**config.mk**
```make
export PLATFORM = sky130hd
export DESIGN_NAME = prog_clk_div
export DESIGN_NICKNAME = d
export VERILOG_FILES = /design/src/rtl/prog_clk_div_pkg.sv /design/src/rtl/prog_clk_div_chan.sv /design/src/rtl/prog_clk_div.sv
export SDC_FILE = /design/constraint.sdc
export NUM_CORES = 1
export LEC_CHECK = 0
export CAP_MARGIN = 20
export CORE_MARGIN = 2
export CORE_UTILIZATION = 40
export CTS_CLUSTER_DIAMETER = 50
export DETAILED_ROUTE_END_ITERATION = 8
export MAX_ROUTING_LAYER = met4
export PLACE_DENSITY = 0.61
export SYNTH_ARGS = -nofsm -noshare
export SYNTH_HDL_FRONTEND = slang
export SYNTH_HIERARCHICAL = 1
export SYNTH_SLANG_ARGS = --single-unit
```
**constraint.sdc**
```tcl
create_clock -name clock_in -period 6.61 [get_ports clock_in]
set_input_delay 1.322 -clock clock_in [delete_from_list [all_inputs] [get_ports clock_in]]
set_output_delay 1.322 -clock clock_in [all_outputs]
set_load 0.05 [all_outputs]
```
**src/rtl/prog_clk_div_pkg.sv**
```systemverilog
// Shared constants and config layout for the programmable clock divider.
package prog_clk_div_pkg;

    localparam int CFG_WIDTH      = 8;
    localparam int DEFAULT_PERIOD = 2;
    localparam int DEFAULT_HIGH   = 1;
    localparam int MIN_PERIOD     = 2;

    typedef struct packed {
        logic [CFG_WIDTH-1:0] period;
        logic [CFG_WIDTH-1:0] high;
    } div_cfg_t;

endpackage

```
**src/rtl/prog_clk_div_chan.sv**
```systemverilog
// One divider channel: active/shadow config, counter and registered output.
// Tick edge detector is built only when PROG_CLK_DIV_TICK_EN is defined.
module prog_clk_div_chan
    import prog_clk_div_pkg::*;
#(
    parameter int WIDTH = CFG_WIDTH
) (
    input  logic             clock_in,
    input  logic             reset_n,
    input  logic             enable,
    input  logic             cfg_write,
    input  logic [WIDTH-1:0] cfg_period,
    input  logic [WIDTH-1:0] cfg_high,
    output logic             pending,
    output logic             clock_out,
    output logic             tick
);

    logic [WIDTH-1:0] act_period;
    logic [WIDTH-1:0] act_high;
    logic [WIDTH-1:0] sh_period;
    logic [WIDTH-1:0] sh_high;
    logic [WIDTH-1:0] count;
    logic             wrap;
    logic             clock_next;
    logic             apply;

    assign wrap       = (count == act_period - WIDTH'(1));
    assign clock_next = enable && (count < act_high);
    // Shadow moves to active only at a period boundary or while stopped.
    assign apply      = pending && (!enable || wrap);

    always_ff @(posedge clock_in or negedge reset_n) begin
        if (!reset_n) begin
            act_period <= WIDTH'(DEFAULT_PERIOD);
            act_high   <= WIDTH'(DEFAULT_HIGH);
            sh_period  <= WIDTH'(DEFAULT_PERIOD);
            sh_high    <= WIDTH'(DEFAULT_HIGH);
            pending    <= 1'b0;
            count      <= '0;
            clock_out  <= 1'b0;
        end else begin
            clock_out <= clock_next;
            count     <= (!enable || wrap) ? '0 : count + WIDTH'(1);
            if (apply) begin
                act_period <= sh_period;
                act_high   <= sh_high;
                pending    <= 1'b0;
            end
            if (cfg_write) begin
                sh_period <= (cfg_period < WIDTH'(MIN_PERIOD)) ? WIDTH'(MIN_PERIOD) : cfg_period;
                sh_high   <= cfg_high;
                pending   <= 1'b1;
            end
        end
    end

`ifdef PROG_CLK_DIV_TICK_EN
    always_ff @(posedge clock_in or negedge reset_n) begin
        if (!reset_n) begin
            tick <= 1'b0;
        end else begin
            tick <= clock_next & ~clock_out;
        end
    end
`else
    assign tick = 1'b0;
`endif

endmodule

```
**src/rtl/prog_clk_div.sv**
```systemverilog
// Multi-channel runtime-programmable clock divider top.
// Define PROG_CLK_DIV_TICK_EN to build the per-channel tick outputs.
module prog_clk_div
    import prog_clk_div_pkg::*;
#(
    parameter  int CHANNELS = 4,
    parameter  int WIDTH    = CFG_WIDTH,
    localparam int CHAN_W   = (CHANNELS > 1) ? $clog2(CHANNELS) : 1
) (
    input  logic                clock_in,
    input  logic                reset_n,
    input  logic [CHANNELS-1:0] enable,
    input  logic                cfg_valid,
    output logic                cfg_ready,
    input  logic [CHAN_W-1:0]   cfg_chan,
    input  logic [WIDTH-1:0]    cfg_period,
    input  logic [WIDTH-1:0]    cfg_high,
    output logic [CHANNELS-1:0] clock_out,
    output logic [CHANNELS-1:0] tick
);

    logic [CHANNELS-1:0] pending;
    logic [CHANNELS-1:0] cfg_write;

    // Handshake: a write transfers on an edge with cfg_valid && cfg_ready;
    // ready is low only while the addressed channel holds an unapplied shadow.
    // Out-of-range channel indices are always ready and the write is dropped.
    always_comb begin
        cfg_ready = 1'b1;
        cfg_write = '0;
        for (int i = 0; i < CHANNELS; i++) begin
            if (cfg_chan == CHAN_W'(i)) begin
                cfg_ready    = ~pending[i];
                cfg_write[i] = cfg_valid & ~pending[i];
            end
        end
    end

    for (genvar g = 0; g < CHANNELS; g++) begin : g_chan
        prog_clk_div_chan #(
            .WIDTH(WIDTH)
        ) u_chan (
            .clock_in  (clock_in),
            .reset_n   (reset_n),
            .enable    (enable[g]),
            .cfg_write (cfg_write[g]),
            .cfg_period(cfg_period),
            .cfg_high  (cfg_high),
            .pending   (pending[g]),
            .clock_out (clock_out[g]),
            .tick      (tick[g])
        );
    end

endmodule

```
==> summary.md <==
| Metric | Value |
|---|---|
| Yosys warns | `6` |
| GRT Total Usage | `19.8%` |
| Crit path DAT | `3310 ps` |
| Dpl hpwl | `16.2 mm` |
| CP peak stage delay | `790 ps` |
| Synth area leaders | `dfrtp_1 36%, a222oi_1 6.1%, mux2_2 6.0%, or4_1 4.9%, ha_1 4.3%` |
| Max_cap viols | `0` |
| VDD IR max | `0.000218 V` |
| Setup repair bufs after CTS | `0` |
| F_max | `0.216 GHz` |
| Hold slack final | `509 ps` |
| Clock transition at the registers of the reported paths | `70 ps` |
| Initial Utilization | `40.4%` |
| Reg2Reg Depth | `7` |
| Min Clock Period, post-route | `4630 ps` |
| Gate Count Post-Synth | `1091` |
| Worst relative slew slack | `27.4%` |
| CP Max Fanout | `5` |
| Setup-failing EPs final | `0` |
| Mapped Nets | `1152` |
| R2r setup slk | `3610 ps` |
| Leak | `4.63 nW` |
| Synth top area share | `36.4%` |
| Ys async rst share | `100%` |
| Clock latency on the worst-skew pair | `430 ps` |
| CTS buffer count | `17` |
| Ant. Diodes | `0` |
| IO Pins | `34` |
| Worst r2r dst | `g_chan[2].u_chan/pending` |
| Nets | `1137` |
| Number of enable flip-flop cells after synthesis | `0` |
| Vias per inst | `5.98` |
| Crit-path slowest cell | `clkdlybuf4s50_1` |
| First-pass GRT wire length | `42.1 mm` |
| Antenna Nets Post-Route | `0` |
| Area leader, netlist | `dfrtp_1` |
| Critical Path Start | `cfg_chan[0]` |
| Ratio of cells with drive above 1 in the final layout | `13.8%` |
| Min setup slack post-route | `1980 ps` |
| Die ar. | `0.0274 sq mm` |
| Skew final | `10.3 ps` |
| Core ar. | `0.0258 sq mm` |
| Critical Path, Cell by Cell | `clkdlybuf4s50_1 -> mux4_2 -> inv_1 -> clkdlybuf4s50_1` |
| Part of the cycle the worst path needs | `70.1%` |
| CTS max path bufs | `2` |
| Unrepaired setup endpoints after global routing | `false` |
| Clk sinks | `168` |
| Critical path launch point type | `primary input` |
| # DRC | `0` |
| Pwr Density | `237 mW/mm^2` |
| FF-to-FF Start | `g_chan[2].u_chan/act_period[1]` |
| Tightest Pin Transition | `1090 ps` |
| Placement Cell Area | `0.0109 sq mm` |
| Drt first pass iters | `9` |
| Global placer's final weighted congestion | `0.799` |
| Crit path capture | `cfg_ready` |
| Vias in the first global route | `7898` |
| Crit. End Element | `output port` |
| Initial detailed-routing violation count | `990` |
| Post-route setup TNS | `0 ps` |
| Ys flop type | `dfrtp_1` |
| Req. time, crit path | `5290 ps` |
| Setup CP Type | `in -> out` |
| Wirelength per Cell | `18.0 um` |
| CTS resizes | `0` |
| Row cnt | `59` |
| Post-place setup slack | `1970 ps` |
| Die X-Extent | `166 um` |
| Htree depth | `4` |
| Final core occ | `44.6%` |
| Fin area | `0.0115 sq mm` |
| Largest net degree at the start of global routing | `66` |
| Count of cell types in the netlist | `47` |
| Status | `finished, final reports clean` |
| Hold_buf cts | `0` |
| Endpoints failing hold | `0` |
| Critical Path Most Common Cell | `clkdlybuf4s50_1` |
| Yosys reg bits | `168` |
| Via count | `8515` |
| Mapped cell area | `0.0104 sq mm` |
| CTS root buffer | `clkbuf_16` |
| Hold crit path type | `reg -> reg` |
| Port buffer count | `29` |
| Syn_area_per_cell | `9.57 sq um` |
| Fillers | `2433` |
| Layout area overhead | `10.3%` |
| Routed wire length | `25.6 mm` |
| Final-report max-slew violation count | `0` |
| Initial antenna violation count | `0` |
| Overflow after GRT | `0` |
| Seq/Total Area, Yosys | `40.5%` |
| Die Y | `166 um` |
| CTS tree | `yes` |
==> routing by layer <==
layer  vias up  global-route usage [%]  part of all wire [%]  wire length (um)
li1       4030                       -                     -                 -
met1      4254                    27.4                    47             12100
met2       214                    30.7                    47             12000
met3        17                    3.07                   5.0              1270
met4         0                    4.55                   1.0               268
met5         -                       -                     0                 0
==> flip-flops by register name, summed over array words and instances (netlist names) <==
register                  flops
g_chan.u_chan/clock_out       4
g_chan.u_chan/sh_high        32
g_chan.u_chan/sh_period      32
g_chan.u_chan/act_high       32
g_chan.u_chan/act_period     32
g_chan.u_chan/count          32
g_chan.u_chan/pending         4
==> critical path: cells and delay by family <==
kind                   cells  cell delay (ps)
buffers and inverters      3             1450
muxes                      1              540
==> cell families after synthesis <==
group                    count (synthesis)  synth area share [%]
AO/OA/AOI/OAI                          216                  15.6
XOR/XNOR                                52                  4.36
AND/OR/NAND/NOR                        421                  22.8
adder cells (fa/ha/maj)                 36                  4.31
buffers and inverters                  137                  6.08
multiplexers                            57                  6.26
flip-flops                             168                  40.5
other                                    4                 0.144
==> worst min-delay path by stage <==
| stage | startpoint | to | cells after the start |
|---|---|---|---|
| 3_5_place_dp | g_chan[0].u_chan/sh_period[1] | g_chan[0].u_chan/sh_period[1] | 2 |
| 6_report | g_chan[0].u_chan/sh_period[1] | g_chan[0].u_chan/sh_period[1] | 2 |
| 2_1_floorplan | g_chan[0].u_chan/sh_period[1] | g_chan[0].u_chan/sh_period[1] | 2 |
| 3_3_place_gp | g_chan[0].u_chan/sh_period[1] | g_chan[0].u_chan/sh_period[1] | 2 |
| 5_1_grt | g_chan[3].u_chan/sh_period[1] | g_chan[3].u_chan/sh_period[1] | 2 |
| 4_1_cts | g_chan[0].u_chan/sh_period[1] | g_chan[0].u_chan/sh_period[1] | 2 |
==> Yosys cell counts (8+ instances only) <==
| cell | number |
|---|---|
| a211oi_1 | 8 |
| a21o_1 | 12 |
| a21oi_1 | 8 |
| a222oi_1 | 64 |
| a31oi_1 | 12 |
| and2_1 | 64 |
| and3_1 | 8 |
| buf_2 | 8 |
| buf_6 | 12 |
| clkbuf_1 | 52 |
| dfrtp_1 | 152 |
| dfstp_2 | 16 |
| ha_1 | 36 |
| inv_1 | 53 |
| mux2_2 | 56 |
| nand2_1 | 77 |
| nand3_1 | 88 |
| nor2_1 | 60 |
| nor2b_1 | 8 |
| nor4_1 | 12 |
| o21ai_0 | 80 |
| or4_1 | 68 |
| xnor2_1 | 12 |
| xor2_1 | 40 |
==> power by group <==
group	switching, W	total (W)	internal [W]
clock network	0.000450	0.00103	0.000583
registers	0.000127	0.00129	0.00116
logic	0.000220	0.000414	0.000193
total	0.000797	0.00274	0.00194
==> cells in the final DEF (no fill, tap or decap), drive strengths merged, types with 5 or more instances in the layout <==
cell	netlist	layout
dfrtp	152	152
xor2	40	40
mux2	56	56
xnor2	12	12
o21ai	80	80
a21oi	8	8
inv	53	55
nor3	9	9
a21o	12	12
ha	36	36
or4	68	68
a222oi	64	64
nor2	60	60
a31oi	16	16
nor3b	5	5
clkbuf	56	20
clkinv	4	10
nor4	12	12
nand3	88	88
dfstp	16	16
and3	8	8
nor2b	12	12
a211oi	8	8
clkdlybuf4s50	0	28
buf	24	18
nand2	77	77
and2	64	64
==> per-stage QoR <==
step           cells  power, W
4_1_cts         1420   0.00276
2_1_floorplan   1091   0.00157
3_3_place_gp    1385   0.00170
6_report        1424   0.00274
3_5_place_dp    1388   0.00172
5_1_grt         1424   0.00286
==> cell type report <==
class                           count  area, sq um  area share [%]
Tap cell                          335          419            3.64
Timing Repair Buffer               46          445            3.87
Multi-Input combinational cell    786         5610            48.7
Inverter                           57          214            1.86
Sequential cell                   168         4220            36.7
Clock buffer                       20          457            3.97
Clock inverter                     12          144            1.25
Power figures use the tool's default switching activity.
